File: src/rtl/student_day_scheduler_if.sv
// Handshake bundle between the day scheduler and its driver:
// time ticks and activity requests in, schedule outputs back.
interface student_day_scheduler_if;
    logic       tick_en;
    logic [4:0] req;
    logic [4:0] grant;
    logic [4:0] hour;
    logic       alarm;
    logic       bus;
    logic       class_active;
    logic       day_done;
    logic [2:0] sched_state;

    modport master (
        output tick_en,
        output req,
        input  grant,
        input  hour,
        input  alarm,
        input  bus,
        input  class_active,
        input  day_done,
        input  sched_state
    );

    modport slave (
        input  tick_en,
        input  req,
        output grant,
        output hour,
        output alarm,
        output bus,
        output class_active,
        output day_done,
        output sched_state
    );
endinterface

File: src/rtl/student_day_scheduler.sv
// Time-of-day sequencer and activity arbiter: tick/hour clock, alarm,
// commute and lecture windows, and held one-at-a-time activity grants.
module student_day_scheduler #(
    parameter int TICKS_PER_HOUR = 4,
    parameter int WAKE_HOUR      = 7,
    parameter int CLASS_START    = 9,
    parameter int CLASS_END      = 16,
    parameter int SLEEP_HOUR     = 23,
    parameter int MIN_HOLD       = 2
) (
    input  logic clk,
    input  logic rst_n,
    student_day_scheduler_if.slave sif
);

    localparam int TW = $clog2(TICKS_PER_HOUR);
    localparam int HW = $clog2(MIN_HOLD + 1);

    localparam logic [TW-1:0] TICK_LAST = TW'(TICKS_PER_HOUR - 1);
    localparam logic [HW-1:0] HOLD_INIT = HW'(MIN_HOLD);
    localparam logic [HW-1:0] HOLD_ONE  = HW'(1);
    localparam logic [4:0]    WAKE_H    = 5'(WAKE_HOUR);
    localparam logic [4:0]    CLASS_S_H = 5'(CLASS_START);
    localparam logic [4:0]    CLASS_E_H = 5'(CLASS_END);
    localparam logic [4:0]    SLEEP_H   = 5'(SLEEP_HOUR);

    typedef enum logic [2:0] {
        S_NIGHT   = 3'd0,
        S_COMMUTE = 3'd1,
        S_CLASS   = 3'd2,
        S_FREE    = 3'd3,
        S_HOLD    = 3'd4
    } state_e;

    state_e        state_q, state_d;
    logic [TW-1:0] tick_cnt_q, tick_cnt_d;
    logic [4:0]    hour_q, hour_d;
    logic [4:0]    grant_q, grant_d;
    logic [HW-1:0] hold_cnt_q, hold_cnt_d;
    logic [2:0]    rr_ptr_q, rr_ptr_d;
    logic          alarm_q, alarm_d;
    logic          day_done_q, day_done_d;

    logic          hour_edge;
    logic [4:0]    arb_grant;
    logic [2:0]    arb_ptr;
    logic          arb_found;
    logic [1:0]    arb_pos;
    logic [2:0]    arb_idx;

    // Tick and hour counters; hour_edge marks the cycle hour is rewritten.
    always_comb begin
        tick_cnt_d = tick_cnt_q;
        hour_d     = hour_q;
        hour_edge  = 1'b0;
        day_done_d = 1'b0;
        if (sif.tick_en) begin
            if (tick_cnt_q == TICK_LAST) begin
                tick_cnt_d = '0;
                hour_edge  = 1'b1;
                if (hour_q == 5'd23) begin
                    hour_d     = 5'd0;
                    day_done_d = 1'b1;
                end else begin
                    hour_d = hour_q + 5'd1;
                end
            end else begin
                tick_cnt_d = tick_cnt_q + TW'(1);
            end
        end
    end

    // Hungry wins outright; otherwise rotate over bits 1..4 from rr_ptr.
    always_comb begin
        arb_grant = '0;
        arb_ptr   = rr_ptr_q;
        arb_found = 1'b0;
        arb_pos   = 2'(rr_ptr_q - 3'd1);
        arb_idx   = 3'd1;
        if (sif.req[0]) begin
            arb_grant = 5'b00001;
        end else begin
            for (int i = 0; i < 4; i++) begin
                arb_idx = {1'b0, arb_pos + 2'(i)} + 3'd1;
                if (!arb_found && sif.req[arb_idx]) begin
                    arb_found = 1'b1;
                    arb_grant = 5'b00001 << arb_idx;
                    if (arb_idx == 3'd4) begin
                        arb_ptr = 3'd1;
                    end else begin
                        arb_ptr = arb_idx + 3'd1;
                    end
                end
            end
        end
    end

    always_comb begin
        state_d    = state_q;
        grant_d    = grant_q;
        hold_cnt_d = hold_cnt_q;
        rr_ptr_d   = rr_ptr_q;
        alarm_d    = 1'b0;
        unique case (state_q)
            S_NIGHT: begin
                grant_d = '0;
                if (hour_edge && hour_d == WAKE_H) begin
                    state_d = S_COMMUTE;
                    alarm_d = 1'b1;
                end
            end
            S_COMMUTE: begin
                if (hour_edge && hour_d == CLASS_S_H) begin
                    state_d = S_CLASS;
                end
            end
            S_CLASS: begin
                grant_d = '0;
                if (hour_edge && hour_d == CLASS_E_H) begin
                    state_d = S_FREE;
                end
            end
            S_FREE: begin
                if (hour_edge && hour_d == SLEEP_H) begin
                    state_d = S_NIGHT;
                    grant_d = '0;
                end else if (|sif.req) begin
                    state_d    = S_HOLD;
                    grant_d    = arb_grant;
                    hold_cnt_d = HOLD_INIT;
                    rr_ptr_d   = arb_ptr;
                end
            end
            S_HOLD: begin
                // Bedtime preempts a hold even when it would expire now.
                if (hour_edge && hour_d == SLEEP_H) begin
                    state_d    = S_NIGHT;
                    grant_d    = '0;
                    hold_cnt_d = '0;
                end else if (sif.tick_en) begin
                    if (hold_cnt_q == HOLD_ONE) begin
                        state_d    = S_FREE;
                        grant_d    = '0;
                        hold_cnt_d = '0;
                    end else begin
                        hold_cnt_d = hold_cnt_q - HOLD_ONE;
                    end
                end
            end
            default: begin
                state_d = S_NIGHT;
                grant_d = '0;
            end
        endcase
    end

    always_ff @(posedge clk) begin
        if (!rst_n) begin
            state_q    <= S_NIGHT;
            tick_cnt_q <= '0;
            hour_q     <= '0;
            grant_q    <= '0;
            hold_cnt_q <= '0;
            rr_ptr_q   <= 3'd1;
            alarm_q    <= 1'b0;
            day_done_q <= 1'b0;
        end else begin
            state_q    <= state_d;
            tick_cnt_q <= tick_cnt_d;
            hour_q     <= hour_d;
            grant_q    <= grant_d;
            hold_cnt_q <= hold_cnt_d;
            rr_ptr_q   <= rr_ptr_d;
            alarm_q    <= alarm_d;
            day_done_q <= day_done_d;
        end
    end

    assign sif.grant        = grant_q;
    assign sif.hour         = hour_q;
    assign sif.alarm        = alarm_q;
    assign sif.day_done     = day_done_q;
    assign sif.bus          = (state_q == S_COMMUTE);
    assign sif.class_active = (state_q == S_CLASS);
    assign sif.sched_state  = state_q;

endmodule
File: src/flat_wrapper.sv
// flat-port wrapper written by rule: the top's interface ports become plain ports
module student_day_scheduler_flat 
#(
    parameter int TICKS_PER_HOUR = 4,
    parameter int WAKE_HOUR      = 7,
    parameter int CLASS_START    = 9,
    parameter int CLASS_END      = 16,
    parameter int SLEEP_HOUR     = 23,
    parameter int MIN_HOLD       = 2
)
  (clk, rst_n, sif_tick_en, sif_req, sif_grant, sif_hour, sif_alarm, sif_bus, sif_class_active, sif_day_done, sif_sched_state);
  student_day_scheduler_if sif_i ();
  input  logic clk;
  input  logic rst_n;
  input wire logic [$bits(sif_i.tick_en)-1:0] sif_tick_en;
  input wire logic [$bits(sif_i.req)-1:0] sif_req;
  output wire logic [$bits(sif_i.grant)-1:0] sif_grant;
  output wire logic [$bits(sif_i.hour)-1:0] sif_hour;
  output wire logic [$bits(sif_i.alarm)-1:0] sif_alarm;
  output wire logic [$bits(sif_i.bus)-1:0] sif_bus;
  output wire logic [$bits(sif_i.class_active)-1:0] sif_class_active;
  output wire logic [$bits(sif_i.day_done)-1:0] sif_day_done;
  output wire logic [$bits(sif_i.sched_state)-1:0] sif_sched_state;
  assign sif_i.tick_en = sif_tick_en;
  assign sif_i.req = sif_req;
  assign sif_grant = sif_i.grant;
  assign sif_hour = sif_i.hour;
  assign sif_alarm = sif_i.alarm;
  assign sif_bus = sif_i.bus;
  assign sif_class_active = sif_i.class_active;
  assign sif_day_done = sif_i.day_done;
  assign sif_sched_state = sif_i.sched_state;
  student_day_scheduler #(.TICKS_PER_HOUR(TICKS_PER_HOUR), .WAKE_HOUR(WAKE_HOUR), .CLASS_START(CLASS_START), .CLASS_END(CLASS_END), .SLEEP_HOUR(SLEEP_HOUR), .MIN_HOLD(MIN_HOLD)) u_core (.clk(clk), .rst_n(rst_n), .sif(sif_i));
endmodule
File: config.mk
export PLATFORM = sky130hd
export DESIGN_NAME = student_day_scheduler_flat
export DESIGN_NICKNAME = d
export VERILOG_FILES = /design/src/rtl/student_day_scheduler_if.sv /design/src/rtl/student_day_scheduler.sv /design/src/flat_wrapper.sv
export SDC_FILE = /design/constraint.sdc
export NUM_CORES = 1
export LEC_CHECK = 0
export CORE_AREA = 4 4 59 61
export CTS_BUF_LIST = sky130_fd_sc_hd__clkbuf_8
export CTS_CLUSTER_SIZE = 14
export DETAILED_ROUTE_END_ITERATION = 8
export DIE_AREA = 0 0 63 65
export GPL_TIMING_DRIVEN = 0
export HOLD_SLACK_MARGIN = 0.05
export PLACE_DENSITY = 0.86
export SYNTH_ARGS = -nofsm -noshare
export SYNTH_HDL_FRONTEND = slang
export SYNTH_SLANG_ARGS = --single-unit
File: constraint.sdc
create_clock -name clk -period 4.3 [get_ports clk]
set_clock_uncertainty 0.1 [all_clocks]
set_input_delay 0.645 -clock clk [delete_from_list [all_inputs] [get_ports clk]]
set_output_delay 0.645 -clock clk [all_outputs]
set_load 0.01 [all_outputs]
Word level (Yosys, flattened, before mapping)
Index checks and enable logic that the tools add are counted.

Add/subtract/negate cells: 15. Order comparisons: 4. Eq/ne operators: 23. Shift operators: 4. Muxes and demuxes: 56. Bitwise operators: 3. Reductions and logical operators: 20.

Operators by type and width (count): $mux 5 (13); $mux 2 (14); $mux 3 (8); $shl 1x3->5 const A (4); $lt 3x4->1 const B (4); $eq 3x3->1 const B (5); $eq 5x5->1 const B (3); $pmux 3 s5 (1); $pmux 5 s3 (1); $mux 1 (14); $add 2x1->2 const B (6); $add 2x1->3 const B (4); $bmux 1 s3 (4); $ne 2x1->1 const B (4); $reduce_and 4->1 (2); $logic_and 1x1->1 (7); $eq 3x2->1 const B (2); $ne 3x1->1 const B (2); $reduce_and 6->1 (1); $add 5x1->5 const B (1); $eq 5x3->1 const B (1); $eq 5x4->1 const B (1); $reduce_and 5->1 (1); $reduce_or 5->1 (1); other kinds (15) (21).

Bits in registers: 21. Logic and storage cells: 133.

Depth between registers and ports, before layout
Gate-level depths: netlist (run 1).

Depth after elaboration: 21. Depth in mapped cells: 11. Mapped depth without buffers: 8.

Least setup slack after synthesis (run 1)
Ideal clock, no wire load.

Kind: register to register. Start: register u_core.rr_ptr_q[0]. End: register u_core.grant_q[3], in the netlist u_core.sif.grant[3]. Arrival: 2544 ps. Setup slack: 1521 ps. Cell stages (with the launch flop): 10. Path buffers: 1. Clock period less this slack: 2779 ps. Cells stage by stage: dfxtp_1 > buf_2 > inv_2 > ha_1 > mux2_2 > or3_4 > o21a_4 > or4_1 > a21oi_1 > o32ai_1.

Longest elaborated chain between the ends: 21.

Ends and longest elaborated chain: start: declaration (RTL line student_day_scheduler.sv:40) `logic [2:0] rr_ptr_q, rr_ptr_d;`; start signal: assignment (RTL line student_day_scheduler.sv:173) `rr_ptr_q <= rr_ptr_d;`; $sub 2x1->2 (*) (RTL line student_day_scheduler.sv:78) `arb_pos = 2'(rr_ptr_q - 3'd1);`; $add 2x1->3 (RTL line student_day_scheduler.sv:84) `arb_idx = {1'b0, arb_pos + 2'(i)} + 3'd1;`; $bmux 1 s3 (RTL line student_day_scheduler.sv:85) `if (!arb_found && sif.req[arb_idx]) begin`; $mux 1 (implied by the code) (RTL line student_day_scheduler.sv:85); $mux 1 (RTL line student_day_scheduler.sv:85); $mux 1 (RTL line student_day_scheduler.sv:80) `if (sif.req[0]) begin`; $logic_not 1->1 (RTL line student_day_scheduler.sv:85); $logic_and 1x1->1 (RTL line student_day_scheduler.sv:85); [5 not listed]; $mux 1 (RTL line student_day_scheduler.sv:80); $logic_not 1->1 (RTL line student_day_scheduler.sv:85); $logic_and 1x1->1 (RTL line student_day_scheduler.sv:85); $mux 5 (*) (RTL line student_day_scheduler.sv:85); $mux 5 (*) (RTL line student_day_scheduler.sv:80); $mux 5 (*) (RTL line student_day_scheduler.sv:127) `end else if (|sif.req) begin`; $mux 5 (*) (RTL line student_day_scheduler.sv:124) `if (hour_edge && hour_d == SLEEP_H) begin`; $pmux 5 s3 (*) (RTL line student_day_scheduler.sv:104) `unique case (state_q)`; end signal: assignment (RTL line student_day_scheduler.sv:171) `grant_q <= grant_d;`; end: declaration (RTL line student_day_scheduler.sv:38) `logic [4:0] grant_q, grant_d;`.

Mark *: on every way between the ends. The rest lies on a longest branch, timed or not. The select of a mux whose other input is x is not followed. A chain may end at the register's enable or synchronous reset.

Worst setup path after layout (run 1)
Ends and elaborated chain as after synthesis.

==> results of run 1 <==
-- power breakdown --
part | internal (mW) | switching (mW) | leakage, nW
Clock | 0.0646 | 0.0658 | 0.0255
Combinational | 0.0221 | 0.0283 | 0.635
Sequential | 0.196 | 0.00123 | 0.169
Total | 0.283 | 0.0953 | 0.830
-- through the flow --
stage	setup slack [ns]	utilization [%]	hold WS [ns]
global route	0.812	69.6	0.407
CTS	1.09	69.6	0.377
finish	1.07	69.6	0.370
detailed placement	1.11	68.1	0.365
global placement	1.20	68.1	0.360
floorplan	1.52	-	0.344
-- worst register-to-register path, stage by stage (launching register included) --
cell,delay [ns]
dfxtp_1,0.51
buf_2,0.29
inv_2,0.12
ha_1,0.35
buf_2,0.20
or4b_1,0.48
o31a_1,0.14
o31ai_1,0.13
buf_4,0.26
nand2_1,0.07
a221oi_1,0.32
o32ai_1,0.14
-- layer usage --
metal	wire, um	up-vias	global-route usage [%]
met5	0	-	0
met4	90	0	8.82
met3	133	10	2.25
met2	2260	49	41.5
met1	1930	819	26.9
li1	-	884	-
-- area by class of cell --
class | count | area (um2) | share of cell area (%)
repair buffers | 22 | 220 | 10.6
clock buffers | 3 | 41.3 | 1.99
inverters | 12 | 45.0 | 2.17
plain buffers | 13 | 75.1 | 3.62
clock inverters | 1 | 5.00 | 0.241
flip-flops and latches | 21 | 420 | 20.3
well taps | 33 | 41.3 | 1.99
multi-input cells | 175 | 1220 | 59.1
-- cells in the mapped netlist, types with 3 or more instances --
cell type / n
inv_1: 10
o32ai_1: 3
nor2_1: 16
dfxtp_1: 21
mux2i_1: 10
or4_1: 4
nand3_1: 3
o32a_1: 3
clkbuf_1: 4
nor3_1: 10
nand2_1: 22
o211ai_1: 6
a21oi_1: 14
ha_1: 11
xor2_1: 3
nand2b_1: 3
a31oi_1: 3
buf_2: 6
o21ai_1: 4
o21ai_0: 7
mux2_2: 3
-- kinds of logic after synthesis --
logic type               after synthesis
buffers and inverters                 25
flip-flops                            21
XOR/XNOR                               5
adder cells (fa/ha/maj)               11
AND/OR/NAND/NOR                       83
AO/OA/AOI/OAI                         63
multiplexers                          13
-- flip-flops by register name, indices dropped and copies added (netlist names) --
register and flops:
u_core.hold_cnt_q 2, u_core.rr_ptr_q 2, u_core.sif.alarm 1, u_core.sif.day_done 1
u_core.sif.grant 5, u_core.sif.hour 5, u_core.sif.sched_state 3, u_core.tick_cnt_q 2
-- worst max path at each step --
stage,cells after the start,slack (ns),end,start
5_1_grt,11,0.81,u_core.sif.grant[3],u_core.rr_ptr_q[0]
4_1_cts,11,1.09,u_core.sif.grant[3],u_core.rr_ptr_q[0]
6_report,11,1.07,u_core.sif.grant[3],u_core.rr_ptr_q[0]
3_3_place_gp,11,1.20,u_core.sif.grant[3],u_core.rr_ptr_q[0]
2_1_floorplan,9,1.52,u_core.sif.grant[3],u_core.rr_ptr_q[0]
3_5_place_dp,11,1.11,u_core.sif.grant[3],u_core.rr_ptr_q[0]
==> results.toml, run 1 <==
[worst_hold_path]
hold-path-cell-count = 2
hold_path_startpoint = "u_core.hold_cnt_q[1]"
worst_hold_path_type = "reg2reg"
worst_hold_path.endpoint = "u_core.hold_cnt_q[1]"

[grt]
grt_pass1_vias = 1675
grt-ovfl-total = 0
grt_first_pass_wirelength_mm = 7.56
grt_max_degree = 13
track_usage_pct = 22.6
antenna_found_initial = 0

[flow_run]
cap_viol_max_count = 0

[floorplan]
dieWidth_um = 63
boundaryPins = 25
fp-row-count = 20
die_h_um = 65
core_area_um2 = 2980
initial_core_util_pct = 59.3
dieArea_um2 = 4100

[worst_setup_path]
path_max_fanout = 10
reg2regPathDepth = 11
cp_cell_sequence = "buf_2, inv_2, ha_1, buf_2, or4b_1, o31a_1, o31ai_1, buf_4, nand2_1, a221oi_1, o32ai_1"
cp_data_required_time_ns = 4.33
rrSetupSlack_ns = 1.07
crit_path_max_incr_delay_ns = 0.51
critical_path.slowest_cell = "dfxtp_1"
critPathArrivalTime_ns = 3.26
crit_family = "buffers and inverters"
timing.rr.end = "u_core.sif.grant[3]"
timing.rr.start = "u_core.rr_ptr_q[0]"
startpoint_type = "register"
cpMostUsedCell = "buf_2"
path_class = "reg2reg"
crit_buf_inv = 4
crit_path_end_kind = "register"

[logic_synthesis]
synth-adder-area-share_pct = 7.80
synth_nets = 240
synth_edf_count = 0
synthArstFlopShare_pct = 0
synth_xor_area_share_pct = 2.48
syn_avg_cell_area_um2 = 7.99
yosysTopAreaCell = "dfxtp_1"
synth-simple-area-share_pct = 25.5
syn_inst = 221
synth_top_family_by_area = "compound AO/OA/AOI/OAI gates"
synth_cell_types = 62
synthMuxAreaShare_pct = 7.58
synth_compound_area_share_pct = 26.0
synth_warnings = 0
synth.top_cell.area_share_pct = 23.8
synth-seq-area-share_pct = 23.8
synth_seq_cells = 21
syn_area_um2 = 1770
synthFlopType = "dfxtp_1"
ys_top_cells_by_area = "dfxtp_1 24%, ha_1 7.8%, mux2i_1 5.7%, nand2_1 4.7%, a21oi_1 4.0%"

[drt]
drc = 0
vias = 1762
via_per_inst = 6.29
ant_nets = 0
drtIter0Drc = 138
routed_wl_mm = 4.42
wl_per_cell_um = 15.8
dr.pass1.iters = 5

[sta]
fmax_mhz = 309
finalSetupViolCount = 0
period_share_pct = 75.2
period_needed_ns = 3.23
final-hold-violation-count = 0
fin_setup_tns_ns = 0
timing.slew.headroom_pct = 65.0
tightest_slew_ns = 0.521
rsz0062_at_grt = "false"
drv_slew = 0

[clock_tree]
hold_buffers = 0
cts.repair.resized = 0
cts_setup_buffers = 0
clock_latency_ns = 0.26
clock-sinks = 21
clockBufferDepth = 2
cts_tree = "yes"
cts-htree-levels = 1
clkTransAtPathRegs_ns = 0.08
cts-buffers-inserted = 3
cts-root-buf = "clkbuf_8"

[final_layout]
n_antenna_cell = 0
layout_common_cells = "22 x nand2_1, 22 x clkdlybuf4s50_1, 21 x dfxtp_1, 16 x nor2_1, 14 x a21oi_1"
final_nets = 267
final_layout_size_suffix_gt1_share_pct = 10.1
syn_to_final_growth_pct = 17.4
fillers = 253
finalNonFillerCells = 280
finalInstanceArea_um2 = 2070

[place]
io_buffers = 22
gp_congestion = 0.933
place_area_um2 = 2030
dp_hpwl_mm = 3.32
numPlacedInstances = 276

[status]
status = "finished clean"

[power]
power_mw = 0.378
powerDensity_nw_per_um2 = 182
p_leak_nw = 0.830
peakVddDrop_mv = 0.121
Power figures use the tool's default switching activity.
==> run 2, diff against run 1 <==
--- a/config.mk
+++ b/config.mk
@@ -5,14 +5,14 @@
 export SDC_FILE = /design/constraint.sdc
 export NUM_CORES = 1
 export LEC_CHECK = 0
-export CORE_AREA = 4 4 59 61
+export CORE_AREA = 4 4 64 66
 export CTS_BUF_LIST = sky130_fd_sc_hd__clkbuf_8
 export CTS_CLUSTER_SIZE = 14
 export DETAILED_ROUTE_END_ITERATION = 8
-export DIE_AREA = 0 0 63 65
+export DIE_AREA = 0 0 68 70
 export GPL_TIMING_DRIVEN = 0
 export HOLD_SLACK_MARGIN = 0.05
-export PLACE_DENSITY = 0.86
+export PLACE_DENSITY = 0.77
 export SYNTH_ARGS = -nofsm -noshare
 export SYNTH_HDL_FRONTEND = slang
 export SYNTH_SLANG_ARGS = --single-unit
==> constraint.sdc (replaced) <==
create_clock -name clk -period 2.6 [get_ports clk]
set_clock_uncertainty 0.1 [all_clocks]
set_input_delay 0.39 -clock clk [delete_from_list [all_inputs] [get_ports clk]]
set_output_delay 0.39 -clock clk [all_outputs]
set_load 0.01 [all_outputs]
==> results.toml, run 2 (synthesis results as in run 1) <==
[clock_tree]
cts-buffers-inserted = 3
clkTransAtPathRegs_ns = 0.08
clock-sinks = 21
cts-root-buf = "clkbuf_8"
clockBufferDepth = 2
cts-htree-levels = 1
clock_latency_ns = 0.26
cts_tree = "yes"

[place]
dp_hpwl_mm = 3.34
gp_congestion = 0.932
io_buffers = 22
numPlacedInstances = 291
pre_cts_ws_ns = -0.261

[grt]
antenna_found_initial = 0
grt_pass1_vias = 1733
grt_max_degree = 13
grt-ovfl-total = 0
track_usage_pct = 20.4
grt_first_pass_wirelength_mm = 7.81

[worst_setup_path]
crit_family = "simple AND/OR/NAND/NOR gates"
startpoint = "u_core.rr_ptr_q[0]"
path_max_fanout = 8
cp_data_required_time_ns = 2.64
startpoint_type = "register"
cp_cell_sequence = "buf_8, inv_8, ha_4, mux2_4, or3_4, o21a_4, or4_1, a21oi_2, o32ai_1"
timing.rr.end = "u_core.sif.grant[1]"
cp.depth = 9
critical_path.slowest_cell = "or4_1"
crit_buf_inv = 2
rrSetupSlack_ns = 0.03
crit_path_max_incr_delay_ns = 0.48
crit_path_end_kind = "register"
timing.rr.start = "u_core.rr_ptr_q[0]"
crit_end = "u_core.sif.grant[1]"
path_class = "reg2reg"
critPathArrivalTime_ns = 2.61
reg2regPathDepth = 9

[power]
p_leak_nw = 0.933
powerDensity_nw_per_um2 = 274
peakVddDrop_mv = 0.180

[floorplan]
core_area_um2 = 3580
fp-row-count = 22
initial_core_util_pct = 49.3
dieArea_um2 = 4760
boundaryPins = 25
dieWidth_um = 68
die_h_um = 70

[sta]
timing.slew.headroom_pct = 65.8
timing.hold.ws_ns = 0.376
period_share_pct = 98.7
fmax_mhz = 390
rsz0062_at_grt = "true"
layout_setup_ws_ns = 0.0339
period_needed_ns = 2.57
fin_setup_tns_ns = 0
drv_slew = 0
tightest_slew_ns = 0.508
final-hold-violation-count = 0
finalSetupViolCount = 0

[final_layout]
final_nets = 278
syn_to_final_growth_pct = 32.0
final_common_cell = "nand2_1"
n_antenna_cell = 0
final_layout_size_suffix_gt1_share_pct = 21.7
layout_common_cells = "22 x nand2_1, 21 x clkdlybuf4s50_1, 19 x dfxtp_1, 14 x nor2_1, 11 x buf_4"
fin_util_pct = 65.1
fillers = 319
finalNonFillerCells = 306

[drt]
ant_nets = 0
dr.pass1.iters = 4
vias = 1844
drtIter0Drc = 163
via_per_inst = 6.03
wl_per_cell_um = 15.3
routed_wl_mm = 4.68
drc = 0

[flow_run]
cap_viol_max_count = 0

[worst_hold_path]
worst_hold_path_type = "reg2reg"
hold-path-cell-count = 2

[status]
status = "finished clean"
[run 2: cell count changes in the layout (fill, tap and decap cells not counted), sizes merged]
cell,before,now
dlymetal6s2s,0,1
clkdlybuf4s50,22,21
buf,9,21
clkbuf,7,6
[run 2: worst reg2reg max path, cell delays in order, from the launching register on]
cell and delay, ns:
dfxtp_4 0.35, buf_8 0.11, inv_8 0.04, ha_4 0.29, mux2_4 0.31, or3_4 0.38, o21a_4 0.16, or4_1 0.49
a21oi_2 0.14, o32ai_1 0.09
[run 2: repair_timing]
item / in CTS / in global routing
pin swaps: 2 / 17
setup endpoints to repair: 7 / 7
buffers inserted: 6 / 6
hold buffers: 0 / 0
cloned: 0 / 0
gates resized for setup: 7 / 31
[run 2: stage by stage]
| step | power (mW) | instance area, um2 |
|---|---|---|
| 2_1_floorplan | 0.389 | 1790 |
| 3_3_place_gp | 0.414 | 2070 |
| 3_5_place_dp | 0.415 | 2070 |
| 4_1_cts | 0.636 | 2180 |
| 5_1_grt | 0.672 | 2330 |
| 6_report | 0.638 | 2330 |
[run 2: per-layer routing]
metal	up-vias	part of all wire, %	global-route usage [%]	routed length [um]
met5	-	0	0	0
met4	0	2.4	5.96	110
met3	14	4.0	2.73	185
met2	57	51	34.9	2390
met1	868	43	25.9	1990
li1	905	-	-	-
[run 2: final cells by class]
cell class                      count  area (um2)  share of cell area (%)
Tap cell                           48        60.1                    2.58
Multi-Input combinational cell    175        1320                    56.6
Clock inverter                      1        5.00                   0.215
Timing Repair Buffer               34         320                    13.7
Buffer                             12         104                    4.46
Clock buffer                        3        41.3                    1.77
Inverter                           12        55.1                    2.36
Sequential cell                    21         425                    18.3
[run 2: where the power goes]
part           internal [mW]  switching (mW)  leakage, nW
Clock                  0.107           0.106       0.0255
Sequential             0.323         0.00202        0.170
Combinational         0.0465          0.0538        0.737
[run 2: how the worst min path moves through the flow]
stage / startpoint / endpoint / slack, ns
floorplan: u_core.hold_cnt_q[1] / u_core.hold_cnt_q[1] / 0.34
global route: u_core.sif.grant[1] / u_core.sif.grant[1] / 0.40
finish: u_core.sif.grant[4] / u_core.sif.grant[4] / 0.38
global placement: u_core.sif.grant[4] / u_core.sif.grant[4] / 0.36
detailed placement: u_core.sif.grant[4] / u_core.sif.grant[4] / 0.37
CTS: u_core.sif.grant[4] / u_core.sif.grant[4] / 0.38
==> run 3, diff against run 2 <==
--- a/config.mk
+++ b/config.mk
@@ -5,11 +5,12 @@
 export SDC_FILE = /design/constraint.sdc
 export NUM_CORES = 1
 export LEC_CHECK = 0
-export CORE_AREA = 4 4 64 66
+export ABC_AREA = 1
+export CORE_AREA = 4 4 65 67
 export CTS_BUF_LIST = sky130_fd_sc_hd__clkbuf_8
 export CTS_CLUSTER_SIZE = 14
 export DETAILED_ROUTE_END_ITERATION = 8
-export DIE_AREA = 0 0 68 70
+export DIE_AREA = 0 0 69 71
 export GPL_TIMING_DRIVEN = 0
 export HOLD_SLACK_MARGIN = 0.05
 export PLACE_DENSITY = 0.77
==> results.toml, run 3 <==
[logic_synthesis]
synth-simple-area-share_pct = 50.4
ys_top_cells_by_count = "90 x nand2_1, 40 x nor2_1, 37 x nand3_1"
syn_avg_cell_area_um2 = 5.94
synthArstFlopShare_pct = 0
synth-adder-area-share_pct = 7.53
ys_top_cells_by_area = "dfxtp_1 23%, nand2_1 18%, nand3_1 10%, nor2_1 8.2%, ha_1 7.5%"
synth_xor_area_share_pct = 0
synth-seq-area-share_pct = 23.0
syn_inst = 308
syn_area_um2 = 1830
synth_cell_types = 30
synthMuxAreaShare_pct = 0
yosysTopAreaCell = "dfxtp_1"
synth_compound_area_share_pct = 8.42
synth_top_family_by_area = "simple AND/OR/NAND/NOR gates"
synth_nets = 327
synth.top_cell.area_share_pct = 23.0
synth_warnings = 0
synth_edf_count = 0
synth_seq_cells = 21
synthFlopType = "dfxtp_1"
yosysMostFrequentCell = "nand2_1"

[worst_setup_path]
crit_path_end_kind = "register"
cp_data_required_time_ns = 2.62
path_class = "reg2reg"
reg2regPathDepth = 18
critPathArrivalTime_ns = 2.43
rrSetupSlack_ns = 0.20
timing.rr.end = "u_core.sif.grant[4]"
crit_buf_inv = 6
crit_path_max_incr_delay_ns = 0.39
cpMostUsedCell = "nand2_1"
startpoint_type = "register"
path_max_fanout = 13
critical_path.slowest_cell = "dfxtp_4"
crit_family = "simple AND/OR/NAND/NOR gates"
cp_cell_sequence = "inv_2, buf_4, ha_1, buf_4, inv_4, nand2_1, nand2_1, nand2_1, nand3b_1, nand2_1, buf_6, nand2_1, inv_2, nand3b_1, nand2_1, nand2_1, nand2_1, a21oi_1"
timing.rr.start = "u_core.rr_ptr_q[0]"

[place]
dp_hpwl_mm = 3.48
numPlacedInstances = 380
gp_congestion = 0.883
place_area_um2 = 2130
io_buffers = 24

[drt]
via_per_inst = 5.17
ant_nets = 0
drtIter0Drc = 136
vias = 1989
routed_wl_mm = 4.31
dr.pass1.iters = 4
drc = 0
wl_per_cell_um = 11.2

[power]
peakVddDrop_mv = 0.205
powerDensity_nw_per_um2 = 441
p_leak_nw = 1.06

[worst_hold_path]
hold-path-cell-count = 2
hold_path_startpoint = "u_core.sif.grant[1]"
worst_hold_path.endpoint = "u_core.sif.grant[1]"
worst_hold_path_type = "reg2reg"

[status]
status = "finished clean"

[final_layout]
finalNonFillerCells = 385
final_common_cell = "nand2_1"
fillers = 361
final_nets = 357
finalInstanceArea_um2 = 2210
syn_to_final_growth_pct = 20.7
n_antenna_cell = 0
layout_common_cells = "88 x nand2_1, 39 x nor2_1, 36 x nand3_1, 32 x inv_1, 24 x clkdlybuf4s50_1"
final_layout_size_suffix_gt1_share_pct = 10.7

[grt]
use_met1_pct = 20.2
busiest_layer = "met2"
track_usage_pct = 17.3
antenna_found_initial = 0
use_met2_pct = 33.4
grt_max_degree = 14
grt-ovfl-total = 0
grt_use_met3_pct = 1.14
grt_first_pass_wirelength_mm = 7.28
grt_pass1_vias = 1768

[sta]
finalSetupViolCount = 0
tightest_slew_ns = 0.521
period_needed_ns = 2.40
drv_slew = 0
final-hold-violation-count = 0
timing.hold.ws_ns = 0.361
fmax_mhz = 416
period_share_pct = 92.5
timing.slew.headroom_pct = 65.3

[clock_tree]
clock_latency_ns = 0.26
hold_buffers = 0
clkTransAtPathRegs_ns = 0.08
clock-sinks = 21
cts-buffers-inserted = 3
cts-htree-levels = 1
cts_tree = "yes"
clockBufferDepth = 2
cts-root-buf = "clkbuf_8"

[floorplan]
initial_core_util_pct = 50.3
dieWidth_um = 69
boundaryPins = 25
fp-row-count = 22
die_h_um = 71
dieArea_um2 = 4900
core_area_um2 = 3630

[flow_run]
cap_viol_max_count = 0
==> run 3: changes by cell type after synthesis, sizes merged, moves of 4 or more <==
cell and delta:
clkbuf -4, inv +26, mux2i -10, nand2 +74
nand3 +38, nand4 +8, nor2 +27, nor3 -5
o211ai -5, or4 -4
==> run 3: metal layers <==
metal,vias up,routed length [um]
met5,-,0
met4,0,61
met3,6,132
met2,34,2220
met1,893,1900
li1,1056,-
==> run 3: report_power, final <==
part,total (mW),switching (mW),internal (mW)
Clock,0.208,0.103,0.105
Combinational,0.405,0.240,0.164
Sequential,0.361,0.0190,0.342
Total,0.973,0.362,0.611
==> run 3: area by class of cell <==
class | instances | area (um2) | share of cell area [%]
Buffer | 6 | 45.0 | 2.04
Clock buffer | 3 | 41.3 | 1.87
Clock inverter | 1 | 3.75 | 0.170
Inverter | 41 | 158 | 7.15
Multi-Input combinational cell | 240 | 1230 | 55.6
Sequential cell | 21 | 424 | 19.2
Tap cell | 48 | 60.1 | 2.72
Timing Repair Buffer | 25 | 248 | 11.2
==> run 3: worst max-delay path by stage <==
stage | from | endpoint | slack, ns | cells after the start
2_1_floorplan | u_core.rr_ptr_q[0] | u_core.sif.grant[4] | 0.29 | 15
3_3_place_gp | u_core.rr_ptr_q[0] | u_core.sif.grant[4] | -0.07 | 15
4_1_cts | u_core.rr_ptr_q[0] | u_core.sif.grant[4] | 0.006 | 15
5_1_grt | u_core.rr_ptr_q[0] | u_core.sif.grant[4] | -0.002 | 18
6_report | u_core.rr_ptr_q[0] | u_core.sif.grant[4] | 0.20 | 18
3_5_place_dp | u_core.rr_ptr_q[0] | u_core.sif.grant[4] | -0.07 | 17
==> run 3: logic make-up after synthesis <==
logic type / Yosys count
flops: 21
compound gates: 27
fa+ha+maj: 11
buf+inv: 47
simple gates: 202
==> run 3: per-stage QoR <==
stage	setup WS, ns	setup TNS (ns)	util, %	total power, mW
floorplan	0.294	0	-	0.649
global placement	-0.0739	-0.148	58.6	0.762
detailed placement	-0.0720	-0.166	58.6	0.765
CTS	0.00600	0	59.8	0.975
global route	-0.00173	-0.00173	60.7	1.06
finish	0.195	0	60.7	0.973
==> run 3: what timing repair did <==
item                       in CTS  in global routing
pin swaps                       0                  1
cloned                          0                  0
resized for setup               1                 10
setup endpoints to repair       6                  7
setup buffers                   0                  1
==> run 3: worst register-to-register path, delay by kind of cell (launching register included) <==
| family | cells | cell delay, ns |
|---|---|---|
| AOI/OAI and AO/OA | 1 | 0.06 |
| adders and majority gates | 1 | 0.28 |
| buffers and inverters | 6 | 0.71 |
| DFF | 1 | 0.39 |
| and+or+nand+nor | 10 | 0.74 |
